## src/rtl/ro_freq_meter.sv

```systemverilog
// Multi-channel ring-oscillator frequency meter.
// Counts synchronised rising edges of each channel over a gate window of clk cycles.
module ro_freq_meter #(
    parameter  int NUM_CH   = 4,
    parameter  int CNT_W    = 16,
    parameter  int GATE_W   = 12,
    parameter  int SYNC_STG = 2,
    localparam int SEL_W    = (NUM_CH > 1) ? $clog2(NUM_CH) : 1
) (
    input  logic              clk,
    input  logic              rst,
    input  logic              start,
    input  logic              stop,
    input  logic              cont_mode,
    input  logic [GATE_W-1:0] gate_cycles,
    input  logic [NUM_CH-1:0] osc_in,
    input  logic [SEL_W-1:0]  rd_sel,
    output logic              busy,
    output logic              done,
    output logic [CNT_W-1:0]  rd_count,
    output logic              rd_ovf,
    output logic              ovf_any
);

    typedef enum logic {
        IDLE  = 1'b0,
        COUNT = 1'b1
    } state_t;

    localparam logic [CNT_W-1:0]  CNT_MAX  = '1;
    localparam logic [GATE_W-1:0] GATE_ONE = GATE_W'(1);

    state_t              state;
    logic [GATE_W-1:0]   timer;
    logic                busy_r;
    logic                done_r;

    logic [SYNC_STG-1:0] sync_q [NUM_CH];
    logic [NUM_CH-1:0]   sync_last;
    logic [NUM_CH-1:0]   hist_q;
    logic [NUM_CH-1:0]   osc_edge;

    logic [CNT_W-1:0]    cnt_q    [NUM_CH];
    logic [CNT_W-1:0]    result_q [NUM_CH];
    logic [NUM_CH-1:0]   run_ovf_q;
    logic [NUM_CH-1:0]   ovf_q;

    logic                counting;
    logic                last_cyc;
    logic                gate_ok;

    // Last synchroniser stage of each channel and its rising-edge strobe.
    always_comb begin
        for (int i = 0; i < NUM_CH; i++) begin
            sync_last[i] = sync_q[i][SYNC_STG-1];
        end
        osc_edge = sync_last & ~hist_q;
    end

    // Window qualifiers: a window ends normally only when not aborted.
    always_comb begin
        counting = (state == COUNT) && !stop;
        last_cyc = counting && (timer == GATE_ONE);
        gate_ok  = (gate_cycles != '0);
    end

    // Metastability chain per channel followed by one history flop.
    always_ff @(posedge clk) begin
        if (rst) begin
            for (int i = 0; i < NUM_CH; i++) begin
                sync_q[i] <= '0;
            end
            hist_q <= '0;
        end else begin
            for (int i = 0; i < NUM_CH; i++) begin
                if (SYNC_STG > 1) begin
                    sync_q[i] <= {sync_q[i][SYNC_STG-2:0], osc_in[i]};
                end else begin
                    sync_q[i] <= SYNC_STG'(osc_in[i]);
                end
            end
            hist_q <= sync_last;
        end
    end

    // Control FSM: gate timer, busy flag and done pulse, all registered.
    always_ff @(posedge clk) begin
        if (rst) begin
            state  <= IDLE;
            timer  <= '0;
            busy_r <= 1'b0;
            done_r <= 1'b0;
        end else begin
            done_r <= 1'b0;
            unique case (state)
                IDLE: begin
                    if (start && !stop && gate_ok) begin
                        state  <= COUNT;
                        timer  <= gate_cycles;
                        busy_r <= 1'b1;
                    end
                end
                COUNT: begin
                    if (stop) begin
                        state  <= IDLE;
                        timer  <= '0;
                        busy_r <= 1'b0;
                    end else if (timer == GATE_ONE) begin
                        done_r <= 1'b1;
                        if (cont_mode && gate_ok) begin
                            timer <= gate_cycles;
                        end else begin
                            state  <= IDLE;
                            timer  <= '0;
                            busy_r <= 1'b0;
                        end
                    end else begin
                        timer <= timer - GATE_ONE;
                    end
                end
                default: begin
                    state  <= IDLE;
                    timer  <= '0;
                    busy_r <= 1'b0;
                end
            endcase
        end
    end

    // Saturating edge counters; results and overflow flags latch on the final cycle.
    always_ff @(posedge clk) begin
        if (rst) begin
            for (int i = 0; i < NUM_CH; i++) begin
                cnt_q[i]    <= '0;
                result_q[i] <= '0;
            end
            run_ovf_q <= '0;
            ovf_q     <= '0;
        end else if (last_cyc) begin
            for (int i = 0; i < NUM_CH; i++) begin
                if (cnt_q[i] == CNT_MAX) begin
                    result_q[i] <= CNT_MAX;
                    ovf_q[i]    <= run_ovf_q[i] | osc_edge[i];
                end else begin
                    result_q[i] <= cnt_q[i] + CNT_W'(osc_edge[i]);
                    ovf_q[i]    <= run_ovf_q[i];
                end
                cnt_q[i] <= '0;
            end
            run_ovf_q <= '0;
        end else if (counting) begin
            for (int i = 0; i < NUM_CH; i++) begin
                if (osc_edge[i]) begin
                    if (cnt_q[i] == CNT_MAX) begin
                        run_ovf_q[i] <= 1'b1;
                    end else begin
                        cnt_q[i] <= cnt_q[i] + CNT_W'(1);
                    end
                end
            end
        end else begin
            // Idle or aborted window: counters restart from zero next time.
            for (int i = 0; i < NUM_CH; i++) begin
                cnt_q[i] <= '0;
            end
            run_ovf_q <= '0;
        end
    end

    // Result readback mux; out-of-range selects read zero.
    always_comb begin
        rd_count = '0;
        rd_ovf   = 1'b0;
        if (int'(rd_sel) < NUM_CH) begin
            rd_count = result_q[rd_sel];
            rd_ovf   = ovf_q[rd_sel];
        end
    end

    assign busy    = busy_r;
    assign done    = done_r;
    assign ovf_any = |ovf_q;

endmodule

```

## config.mk

```make
export PLATFORM = sky130hd
export DESIGN_NAME = ro_freq_meter
export DESIGN_NICKNAME = d
export VERILOG_FILES = /design/src/rtl/ro_freq_meter.sv
export SDC_FILE = /design/constraint.sdc
export NUM_CORES = 1
export LEC_CHECK = 0
export ABC_AREA = 1
export BUFFER_PORTS_ARGS = -buffer_cell sky130_fd_sc_hd__buf_2
export CAP_MARGIN = 5
export CORE_ASPECT_RATIO = 1.1
export CORE_MARGIN = 5
export CORE_UTILIZATION = 50
export CTS_CLUSTER_SIZE = 12
export DETAILED_ROUTE_END_ITERATION = 10
export GPL_ROUTABILITY_DRIVEN = 0
export GPL_TIMING_DRIVEN = 0
export PLACE_DENSITY_LB_ADDON = 0.08
export SETUP_SLACK_MARGIN = 0.02
export SLEW_MARGIN = 15
export SYNTH_ARGS = -nofsm -noshare
export SYNTH_HDL_FRONTEND = slang
export SYNTH_SLANG_ARGS = --single-unit
```

## constraint.sdc

```tcl
create_clock -name clk -period 3.1 [get_ports clk]
set_input_delay 0.62 -clock clk [delete_from_list [all_inputs] [get_ports clk]]
set_output_delay 0.62 -clock clk [all_outputs]
set_load 0.01 [all_outputs]
```

==> impl_metrics.toml <==
[hold_path]
holdPathStages = 3
hp-class = "primary input to register"

[outcome]
outcome = "finished clean"

[layout]
fin_cells = 1494
syn2layout_area_growth_pct = 11.9
nets = 1280
n_antenna_cell = 0
regArea_um2 = 4060
multi_input_area_um2 = 4260
layout_commonest_cell = "nand2_1"
drive_above_1_share_pct = 9.79
fillers = 1773
final_cell_mix = "200 x nand2_1, 188 x nor2_1, 128 x inv_1, 96 x a21oi_1"

[power]
power_density_nw_per_um2 = 475
p_leak_nw = 3.97
total_power_mw = 4.82
irDropWorstVdd_uv = 406

[detailed_routing]
detail_route.iter0.violations = 595
met2_length_um = 11000
top_layer_used = "met4"
ant_nets = 0
dr.pass1.iters = 5
wl_met1_um = 10300
vias = 7949
drc = 0
wl_um = 23000
avgRoutedWirePerCell_um = 15.4
route.met3.wl_um = 1270
viasPerCell = 5.32

[logic_synthesis]
yosysWarningCount = 0
synth_cell_types = 44
async_reset_ff_share_pct = 0
synth_edf_count = 80
synth_seq_cells = 163
netlist_area_um2 = 9060
synth_cells = 1182
synth_area_leader_cell = "edfxtp_1"
synthTopCellsByArea = "edfxtp_1 27%, dfxtp_1 18%, nand2_1 8.4%"
synth-main-ff-cell = "dfxtp_1"
syn_nets = 1219
avgSynthCellArea_um2 = 7.66
yosys.area.top_type_share_pct = 26.5
seq_area_frac_synth_pct = 44.9

[timing]
rsz0062_at_grt = "false"
maxSlewViolCount = 0
clock_skew_ns = 0.00647
worstMarginPinSlew_ns = 0.714
setup_viol = 0
fmax_ghz = 0.370
slew_headroom_pct = 52.4
hold_viol = 0
layout_setup_ws_ns = 0.395
period_minus_slack_ns = 2.70
finalCritPeriodShare_pct = 87.3
setup-tns-final_ns = 0

[worst_setup_path]
cpMaxStageDelayCell = "edfxtp_1"
worst_setup_path_start_kind = "register"
cpPeakStageDelay_ns = 0.47
critPathMaxFanout = 16
end_kind = "register"
reg2reg_depth = 11
required_ns = 3.20
cp_data_arrival_time_ns = 2.81
cpMostUsedCell = "nand2_1"
worstPathCellList = "ha_1 -> nand2_1 -> nor2_1 -> nand2_1 -> inv_1 -> nand2_1 -> inv_1 -> nand3_1 -> nand4_2 -> buf_4 -> nand2_2"
timing_worst_setup_path_type = "register to register"

[clock_network]
cts_max_path_buffers = 2
cts_tree = "yes"
htree_num_levels = 4
root_buffer = "clkbuf_16"
numCtsBuffers = 17
clock_latency_ns = 0.44
cts.sinks = 163
clk_pin_slew_ns = 0.07

[placed_design]
io_buffers = 41
post-place-ws_ns = 0.132
dpl.hpwl_um = 17400
placed_cells = 1462

[global_routing]
grt_pass1_vias = 7446
grt_pass1_wl_um = 37600
track_usage_pct = 22.5
antenna_found_initial = 0
grt_overflow = 0
grt_start_max_net_pins = 29

[floorplan]
coreArea_um2 = 17700
start_util_pct = 51.1
rows = 51
die_height_um = 151
dieWidth_um = 138
ios = 43
die-area_um2 = 20900

[flow_run]
timing.max_cap.violations = 0
## cells by family after synthesis
kind of cell | Yosys count | synth area share, %
XOR/XNOR | 67 | 6.48
flip-flops | 163 | 44.9
buffers and inverters | 180 | 8.10
adder cells (fa/ha/maj) | 14 | 1.93
AO/OA/AOI/OAI | 221 | 13.1
AND/OR/NAND/NOR | 537 | 25.5
## final timing paths
check / from / to / slack (ns)
hold reg to reg: sync_q[3][0]$_SDFF_PP0_ / sync_q[3][1]$_SDFF_PP0_ / 0.40
setup reg to reg: cnt_q[3][0]$_SDFFCE_PP0P_ / cnt_q[3][10]$_SDFFCE_PP0P_ / 0.40
hold / removal: osc_in[1] / sync_q[1][0]$_SDFF_PP0_ / 0.38
setup / recovery: cnt_q[3][0]$_SDFFCE_PP0P_ / cnt_q[3][10]$_SDFFCE_PP0P_ / 0.40
## Yosys cell counts, drive strengths merged, types with 2 or more instances
cell	instances
clkbuf	25
nor2	194
nor3	21
buf	22
xor2	41
o31ai	4
nand3	81
nand2	205
ha	14
inv	133
xnor2	26
or2	7
a21boi	2
dfxtp	83
o21ai	85
a21oi	96
a31oi	13
o22ai	18
nand4	24
edfxtp	80
## sequential cells by signal, indices dropped and copies added, names as in the netlist
name and count:
sync_q 8, ovf_q 4, run_ovf_q 4, busy 1, hist_q 4, timer 12, done 1, state 1
result_q 64, cnt_q 64
## metal layers
layer	track usage [%]	vias to the layer above
li1	-	4035
met1	29.4	3707
met2	38.5	177
met3	3.69	30
met4	6.87	0
met5	0	-
## stage by stage
stage / hold slack [ns] / instance area, um2 / util [%]
floorplan: 0.388 / 9060 / -
global placement: 0.391 / 9560 / 53.9
detailed placement: 0.393 / 9580 / 54.0
CTS: 0.372 / 10100 / 57.1
global route: 0.384 / 10100 / 57.1
finish: 0.382 / 10100 / 57.1
## power breakdown
group	total [mW]	switching [mW]	internal [mW]
combinational	0.435	0.291	0.144
sequential	2.37	0.0504	2.32
clock	2.01	0.965	1.04
total	4.82	1.31	3.51
## repair_timing
item	CTS	global route
setup endpoints to repair	0	16
hold buffers	0	0
buffers inserted	0	0
gates resized for setup	0	1
## critical path, delay by kind of cell (launching register included)
family                     cells  cell delay, ns
DFF                            1            0.47
and+or+nand+nor                7            1.21
buffers and inverters          3            0.44
adders and majority gates      1            0.25
## final cells by class
cell class | count | area share, %
buffer | 47 | 2.31
tap | 238 | 2.94
clock inverter | 15 | 1.22
sequential | 163 | 40.1
inverter | 133 | 4.93
timing repair buffer | 42 | 2.22
clock buffer | 17 | 4.20
multi-input combinational | 839 | 42.1
(Power assumes the default switching activity.)
